## src/rtl/tcam_result_queue_if.sv

```systemverilog
// Result-queue bus for tcam_result_queue: search/result inputs from the match
// engine, the FWFT result handshake, and the status/statistics outputs.
interface tcam_result_queue_if #(
   parameter int IDWID  = 8,
   parameter int QAWID  = 4,
   parameter int CNTWID = 16
);
   logic              i_search;
   logic              i_valid;
   logic [IDWID-1:0]  i_ruleid;
   logic              i_clr;
   logic              o_res_valid;
   logic              i_res_ready;
   logic              o_res_hit;
   logic [IDWID-1:0]  o_res_ruleid;
   logic [QAWID:0]    o_level;
   logic              o_overflow;
   logic              o_proterr;
   logic [CNTWID-1:0] o_hit_cnt;
   logic [CNTWID-1:0] o_miss_cnt;
   logic [CNTWID-1:0] o_drop_cnt;

   modport master (
      output i_search, i_valid, i_ruleid, i_clr, i_res_ready,
      input  o_res_valid, o_res_hit, o_res_ruleid, o_level,
      input  o_overflow, o_proterr, o_hit_cnt, o_miss_cnt, o_drop_cnt
   );

   modport slave (
      input  i_search, i_valid, i_ruleid, i_clr, i_res_ready,
      output o_res_valid, o_res_hit, o_res_ruleid, o_level,
      output o_overflow, o_proterr, o_hit_cnt, o_miss_cnt, o_drop_cnt
   );
endinterface

```

## src/rtl/tcam_result_queue.sv

```systemverilog
// Aligns TCAM match results to their searches and queues them in a FWFT FIFO.
// Hit/miss/drop statistics exist only when TCAM_RESULT_STATS_EN is defined.
module tcam_result_queue #(
   parameter int IDWID  = 8,
   parameter int LAT    = 5,
   parameter int QAWID  = 4,
   parameter int CNTWID = 16
) (
   input logic clk,
   input logic rst,
   tcam_result_queue_if.slave bus
);
   localparam int QDEP = 1 << QAWID;
   localparam logic [QAWID:0]   LVL_FULL = (QAWID+1)'(QDEP);
   localparam logic [QAWID:0]   LVL_ONE  = (QAWID+1)'(1'b1);
   localparam logic [QAWID-1:0] PTR_ONE  = (QAWID)'(1'b1);

   logic [LAT-1:0]   pipe_r;
   logic [IDWID:0]   mem_r [QDEP];
   logic [QAWID-1:0] wr_ptr_r;
   logic [QAWID-1:0] rd_ptr_r;
   logic [QAWID:0]   level_r;
   logic [QAWID:0]   level_next_s;
   logic             overflow_r;
   logic             proterr_r;
   logic             tag_s;
   logic             full_s;
   logic             empty_s;
   logic             pop_s;
   logic             write_s;
   logic             drop_s;
   logic             proterr_ev_s;
   logic [IDWID:0]   entry_s;
   logic [IDWID:0]   head_s;

   // Search tag pipeline; the bit leaving the last stage lines up with i_valid.
   generate
      if (LAT == 1) begin : g_pipe1
         always_ff @(posedge clk or negedge rst) begin
            if (!rst) pipe_r <= 1'b0;
            else      pipe_r <= bus.i_search;
         end
      end else begin : g_pipen
         always_ff @(posedge clk or negedge rst) begin
            if (!rst) pipe_r <= {LAT{1'b0}};
            else      pipe_r <= {pipe_r[LAT-2:0], bus.i_search};
         end
      end
   endgenerate

   // Push/pop/drop decisions and next queue level.
   always_comb begin
      tag_s        = pipe_r[LAT-1];
      full_s       = (level_r == LVL_FULL);
      empty_s      = (level_r == {(QAWID+1){1'b0}});
      pop_s        = !empty_s && bus.i_res_ready;
      write_s      = tag_s && (!full_s || pop_s);
      drop_s       = tag_s && full_s && !pop_s;
      proterr_ev_s = !tag_s && bus.i_valid;
      if (bus.i_valid) entry_s = {1'b1, bus.i_ruleid};
      else             entry_s = {(IDWID+1){1'b0}};
      head_s = mem_r[rd_ptr_r];
      case ({write_s, pop_s})
         2'b10:   level_next_s = level_r + LVL_ONE;
         2'b01:   level_next_s = level_r - LVL_ONE;
         default: level_next_s = level_r;
      endcase
   end

   // Queue storage carries no reset; only the level decides what is valid.
   always_ff @(posedge clk) begin
      if (write_s) mem_r[wr_ptr_r] <= entry_s;
   end

   // Pointers and level are untouched by i_clr.
   always_ff @(posedge clk or negedge rst) begin
      if (!rst) begin
         wr_ptr_r <= {QAWID{1'b0}};
         rd_ptr_r <= {QAWID{1'b0}};
         level_r  <= {(QAWID+1){1'b0}};
      end else begin
         if (write_s) wr_ptr_r <= wr_ptr_r + PTR_ONE;
         if (pop_s)   rd_ptr_r <= rd_ptr_r + PTR_ONE;
         level_r <= level_next_s;
      end
   end

   // Sticky error flags; a coincident clear takes priority over a new event.
   always_ff @(posedge clk or negedge rst) begin
      if (!rst) begin
         overflow_r <= 1'b0;
         proterr_r  <= 1'b0;
      end else if (bus.i_clr) begin
         overflow_r <= 1'b0;
         proterr_r  <= 1'b0;
      end else begin
         if (drop_s)       overflow_r <= 1'b1;
         if (proterr_ev_s) proterr_r  <= 1'b1;
      end
   end

   // Head presentation; ruleid and hit read as zero while the queue is empty.
   always_comb begin
      bus.o_res_valid = !empty_s;
      if (empty_s) begin
         bus.o_res_hit    = 1'b0;
         bus.o_res_ruleid = {IDWID{1'b0}};
      end else begin
         bus.o_res_hit    = head_s[IDWID];
         bus.o_res_ruleid = head_s[IDWID-1:0];
      end
   end

   assign bus.o_level    = level_r;
   assign bus.o_overflow = overflow_r;
   assign bus.o_proterr  = proterr_r;

`ifdef TCAM_RESULT_STATS_EN
   localparam logic [CNTWID-1:0] CNT_MAX = {CNTWID{1'b1}};
   localparam logic [CNTWID-1:0] CNT_ONE = (CNTWID)'(1'b1);

   logic [CNTWID-1:0] hit_cnt_r;
   logic [CNTWID-1:0] miss_cnt_r;
   logic [CNTWID-1:0] drop_cnt_r;

   // Saturating statistics; dropped results still count as hit or miss.
   always_ff @(posedge clk or negedge rst) begin
      if (!rst) begin
         hit_cnt_r  <= {CNTWID{1'b0}};
         miss_cnt_r <= {CNTWID{1'b0}};
         drop_cnt_r <= {CNTWID{1'b0}};
      end else if (bus.i_clr) begin
         hit_cnt_r  <= {CNTWID{1'b0}};
         miss_cnt_r <= {CNTWID{1'b0}};
         drop_cnt_r <= {CNTWID{1'b0}};
      end else begin
         if (tag_s && bus.i_valid && (hit_cnt_r != CNT_MAX))
            hit_cnt_r <= hit_cnt_r + CNT_ONE;
         if (tag_s && !bus.i_valid && (miss_cnt_r != CNT_MAX))
            miss_cnt_r <= miss_cnt_r + CNT_ONE;
         if (drop_s && (drop_cnt_r != CNT_MAX))
            drop_cnt_r <= drop_cnt_r + CNT_ONE;
      end
   end

   assign bus.o_hit_cnt  = hit_cnt_r;
   assign bus.o_miss_cnt = miss_cnt_r;
   assign bus.o_drop_cnt = drop_cnt_r;
`else
   assign bus.o_hit_cnt  = {CNTWID{1'b0}};
   assign bus.o_miss_cnt = {CNTWID{1'b0}};
   assign bus.o_drop_cnt = {CNTWID{1'b0}};
`endif
endmodule

```

## src/flat_wrapper.sv

```systemverilog
// flat-port wrapper written by rule: the top's interface ports become plain ports
module tcam_result_queue_flat 
#(
   parameter int IDWID  = 8,
   parameter int LAT    = 5,
   parameter int QAWID  = 4,
   parameter int CNTWID = 16
)
  (clk, rst, bus_i_search, bus_i_valid, bus_i_ruleid, bus_i_clr, bus_i_res_ready, bus_o_res_valid, bus_o_res_hit, bus_o_res_ruleid, bus_o_level, bus_o_overflow, bus_o_proterr, bus_o_hit_cnt, bus_o_miss_cnt, bus_o_drop_cnt);
  tcam_result_queue_if #(.IDWID(IDWID), .QAWID(QAWID), .CNTWID(CNTWID)) bus_i ();
  input logic clk;
  input logic rst;
  input wire logic [$bits(bus_i.i_search)-1:0] bus_i_search;
  input wire logic [$bits(bus_i.i_valid)-1:0] bus_i_valid;
  input wire logic [$bits(bus_i.i_ruleid)-1:0] bus_i_ruleid;
  input wire logic [$bits(bus_i.i_clr)-1:0] bus_i_clr;
  input wire logic [$bits(bus_i.i_res_ready)-1:0] bus_i_res_ready;
  output wire logic [$bits(bus_i.o_res_valid)-1:0] bus_o_res_valid;
  output wire logic [$bits(bus_i.o_res_hit)-1:0] bus_o_res_hit;
  output wire logic [$bits(bus_i.o_res_ruleid)-1:0] bus_o_res_ruleid;
  output wire logic [$bits(bus_i.o_level)-1:0] bus_o_level;
  output wire logic [$bits(bus_i.o_overflow)-1:0] bus_o_overflow;
  output wire logic [$bits(bus_i.o_proterr)-1:0] bus_o_proterr;
  output wire logic [$bits(bus_i.o_hit_cnt)-1:0] bus_o_hit_cnt;
  output wire logic [$bits(bus_i.o_miss_cnt)-1:0] bus_o_miss_cnt;
  output wire logic [$bits(bus_i.o_drop_cnt)-1:0] bus_o_drop_cnt;
  assign bus_i.i_search = bus_i_search;
  assign bus_i.i_valid = bus_i_valid;
  assign bus_i.i_ruleid = bus_i_ruleid;
  assign bus_i.i_clr = bus_i_clr;
  assign bus_i.i_res_ready = bus_i_res_ready;
  assign bus_o_res_valid = bus_i.o_res_valid;
  assign bus_o_res_hit = bus_i.o_res_hit;
  assign bus_o_res_ruleid = bus_i.o_res_ruleid;
  assign bus_o_level = bus_i.o_level;
  assign bus_o_overflow = bus_i.o_overflow;
  assign bus_o_proterr = bus_i.o_proterr;
  assign bus_o_hit_cnt = bus_i.o_hit_cnt;
  assign bus_o_miss_cnt = bus_i.o_miss_cnt;
  assign bus_o_drop_cnt = bus_i.o_drop_cnt;
  tcam_result_queue #(.IDWID(IDWID), .LAT(LAT), .QAWID(QAWID), .CNTWID(CNTWID)) u_core (.clk(clk), .rst(rst), .bus(bus_i));
endmodule
```

## config.mk

```make
export PLATFORM = sky130hd
export DESIGN_NAME = tcam_result_queue_flat
export DESIGN_NICKNAME = d
export VERILOG_FILES = /design/src/rtl/tcam_result_queue_if.sv /design/src/rtl/tcam_result_queue.sv /design/src/flat_wrapper.sv
export SDC_FILE = /design/constraint.sdc
export NUM_CORES = 1
export LEC_CHECK = 0
export ABC_AREA = 1
export BUFFER_PORTS_ARGS = -buffer_cell sky130_fd_sc_hd__buf_2
export CAP_MARGIN = 20
export CELL_PAD_IN_SITES_DETAIL_PLACEMENT = 0
export CELL_PAD_IN_SITES_GLOBAL_PLACEMENT = 1
export CORE_ASPECT_RATIO = 0.5
export CORE_MARGIN = 3
export CORE_UTILIZATION = 40
export DETAILED_ROUTE_END_ITERATION = 10
export GPL_TIMING_DRIVEN = 0
export HOLD_SLACK_MARGIN = 0.05
export PLACE_DENSITY = 0.81
export SYNTH_ARGS = -nofsm -noshare
export SYNTH_HDL_FRONTEND = slang
export SYNTH_SLANG_ARGS = --single-unit
```

## constraint.sdc

```tcl
create_clock -name clk -period 4.9 [get_ports clk]
set_clock_uncertainty 0.15 [all_clocks]
set_input_delay 0.735 -clock clk [delete_from_list [all_inputs] [get_ports clk]]
set_output_delay 0.735 -clock clk [all_outputs]
set_load 0.005 [all_outputs]
```

==> reports/qor.txt <==
Seq/Total Area, Yosys -> 0.6800
antenna viol nets, final -> 0
gpl congestion -> 0.8917
die area -> 19470 sq um
worst-margin pin slew -> 1.080 ns
layout cell share with drive strength beyond 1 -> 0.2049
WHS -> 0.1102 ns
vias per inst -> 5.120
Hold Violations, Final -> 0
Post-Place Cells -> 889
top layer in use -> met4
Worst-Skew Late Latency -> 0.42 ns
XOR/XNOR Fraction of Synth Area -> 0.01111
nets -> 701
CTS clock-pin slew for the worst setup and hold paths -> 0.06 ns
Setup TNS -> 0 ns
total CTS buffers -> 17
maxcap violations -> 0
area grow syn2layout -> 16.58%
Tightest Hold Check Type -> primary input to asynchronous set/reset pin
CP Launch Type -> flip-flop
post-synth top area share -> 0.6094
synth cell count leaders -> 144 x edfxtp_1, 98 x nor2_1, 78 x o21ai_0, 50 x buf_4, 35 x nand2_1
final worst path period need -> 3.499 ns
WL met1 -> 7.109 mm
RSZ-0062 raised after global routing -> no
H-tree depth -> 4
largest net degree at the start of global routing -> 21
Crit Path Max Fanout -> 10
WL final -> 17.08 mm
Setup Fix Bufs, Post-CTS -> 0
endpoints failing setup -> 0
R2R Setup Slk -> 2.40 ns
CTS Sinks -> 164
WS Path Type -> flip-flop to output pin
largest family of logic cells by synthesized area -> compound AO/OA/AOI/OAI gates
dominant cell type by area after synthesis -> edfxtp_1
die width -> 194.4 um
Final Cell Area -> 8272 sq um
placed cell area -> 7706 sq um
Primary FF master, synth -> edfxtp_1
Final Max Slew Viols -> 0
Initial Util -> 0.4212
final worst slack -> 1.401 ns
CTS Buffer Depth -> 2
synthesized cell area -> 7096 sq um
simple-gate share of the synthesized area -> 0.1054
Die Height -> 100.2 um
grt ovf -> 0
Post-route DRC -> 0
most frequent cell after synthesis -> edfxtp_1
vias in the first global route -> 4522
number of diodes -> 0
synth top area cells -> edfxtp_1 61%, dfrtp_1 7.1%, o21ai_0 5.5%
first-pass GRT wire length -> 26.18 mm
aggregate global-route resource usage -> 0.1805
post-synthesis compound-gate area fraction -> 0.1072
FF+latch count, synth -> 164
initial DRC count -> 421
Worst slew margin -> 0.2773
run status -> completed
Synth Instances -> 585
FF-to-FF Start -> u_core.bus.o_level[2]
row cnt -> 33
CTS root buf -> clkbuf_16
area of the core -> 16850 sq um
Max VDD drop -> 0.0003287 V
Worst setup EP type -> output pin
drt wl/cell -> 18.57 um
io pins -> 79
met3 WL -> 1.549 mm
final period utilization -> 0.7141
Post-CTS Hold Buffers -> 0
post-synthesis adder-cell area fraction -> 0.01058
Final HPWL DP -> 11.29 mm
Initial DRT Pass Iterations -> 5
leakage power -> 3.199 nW
multiplexer share of the synthesized area -> 0
Pwr per Cell Area -> 571.6 nW/um^2
CTS tree -> yes
Unique masters post-synth -> 30
via count -> 4710
Achievable Freq -> 285.8 MHz
Critical Path RT -> 4.01 ns
FF-to-FF path depth -> 6
antenna violations before repair -> 0
Place WS -> 1.895 ns
Non-Filler Instances -> 920
PostCTS Resize Cnt -> 0
Synth warnings -> 0
FFs w/ async S/R, synth -> 0.1220
CP arrival -> 2.61 ns
IO Port Bufs -> 30
Post-synth EDFFs -> 144
Layout fillers -> 1477
met2 wire length -> 8.194 mm
R2R Path End -> u_core.mem_r[3][2]
Mean Syn Cell Area -> 12.13 sq um
[worst max path at each step]
| stage | from | slack [ns] | cells after the start | to |
|---|---|---|---|---|
| finish | u_core.rd_ptr_r[1] | 1.40 | 7 | bus_o_res_ruleid[5] |
| detailed placement | u_core.rd_ptr_r[1] | 1.89 | 7 | bus_o_res_ruleid[5] |
| global placement | u_core.rd_ptr_r[1] | 1.93 | 7 | bus_o_res_ruleid[5] |
| floorplan | u_core.rd_ptr_r[0] | 2.76 | 6 | bus_o_res_hit |
| CTS | u_core.rd_ptr_r[1] | 1.42 | 7 | bus_o_res_ruleid[5] |
| global route | u_core.rd_ptr_r[1] | 1.19 | 7 | bus_o_res_ruleid[5] |
[layout by cell type (no fill, tap or decap)]
| master | synthesis | layout |
|---|---|---|
| a21oi_1 | 11 | 11 |
| ha_1 | 6 | 6 |
| nor2_2 | 3 | 3 |
| buf_4 | 50 | 50 |
| buf_2 | 11 | 41 |
| clkinv_1 | 2 | 2 |
| clkbuf_16 | 0 | 17 |
| buf_1 | 2 | 2 |
| nand4_1 | 5 | 5 |
| xor2_1 | 9 | 9 |
| inv_8 | 0 | 1 |
| nand2_4 | 1 | 1 |
| nor3_2 | 1 | 1 |
| nor2_1 | 98 | 98 |
| clkbuf_2 | 3 | 3 |
| nand3_4 | 2 | 2 |
| inv_1 | 26 | 26 |
| nand2_2 | 5 | 5 |
| bufinv_16 | 0 | 1 |
| nand3_2 | 1 | 1 |
| inv_6 | 0 | 7 |
| dfrtp_1 | 20 | 20 |
| o21ai_0 | 78 | 78 |
| clkinvlp_4 | 0 | 2 |
| inv_2 | 2 | 2 |
| edfxtp_1 | 144 | 144 |
| o221ai_1 | 28 | 28 |
| o21ai_1 | 4 | 4 |
| conb_1 | 1 | 48 |
| nand3_1 | 18 | 18 |
| nor2_4 | 1 | 1 |
| o22ai_1 | 8 | 8 |
| nand2_1 | 35 | 35 |
| clkbuf_1 | 9 | 9 |
| clkinv_2 | 1 | 2 |
| clkinv_4 | 0 | 2 |
[worst max-delay path, cell delays in order, from the launching register on]
cell	delay, ns
dfrtp_1	0.40
inv_1	0.29
clkbuf_1	0.44
o21ai_0	0.17
o221ai_1	0.30
nand3_1	0.21
a21oi_1	0.23
buf_2	0.15
[metrics by stage]
| stage | utilization | power [mW] |
|---|---|---|
| 2_1_floorplan | - | 2.830 |
| 3_3_place_gp | 0.4574 | 3.411 |
| 3_5_place_dp | 0.4574 | 3.444 |
| 4_1_cts | 0.4910 | 4.717 |
| 5_1_grt | 0.4910 | 4.984 |
| 6_report | 0.4910 | 4.728 |
[area by class of cell]
class,instances,area (sq um),share of cell area
clock inverter,14,140.1,0.01694
clock buffer,17,425.4,0.05143
sequential,164,4825,0.5833
timing repair buffer,30,150.1,0.01815
tap,227,284.0,0.03434
inverter,31,117.6,0.01422
multi-input combinational,362,1843,0.2228
buffer,75,486.7,0.05884
[where the power goes]
| group | switching [mW] | internal, mW | leakage (nW) |
|---|---|---|---|
| Clock | 0.578 | 0.711 | 0.274 |
| Sequential | 0.0911 | 1.70 | 1.56 |
| Combinational | 1.13 | 0.516 | 1.37 |
[sequential cells by signal (all words and copies together) (netlist names)]
register               count
u_core.rd_ptr_r            4
u_core.bus.o_proterr       1
u_core.mem_r             144
u_core.bus.o_overflow      1
u_core.pipe_r              5
u_core.wr_ptr_r            4
u_core.bus.o_level         5
[logic make-up after synthesis]
group,count (synthesis)
xor gates and xnor gates,9
AOI/OAI and AO/OA,129
buffers and inverters,106
adders and majority gates,6
other,1
DFF,164
and+or+nand+nor,170
[per-layer routing]
layer / vias to the layer above / track usage
met3: 23 / 0.04829
li1: 2192 / -
met4: 0 / 0.06119
met5: - / 0
met1: 2258 / 0.2411
met2: 237 / 0.2908
No activity file was read; power rests on OpenSTA's default activity.
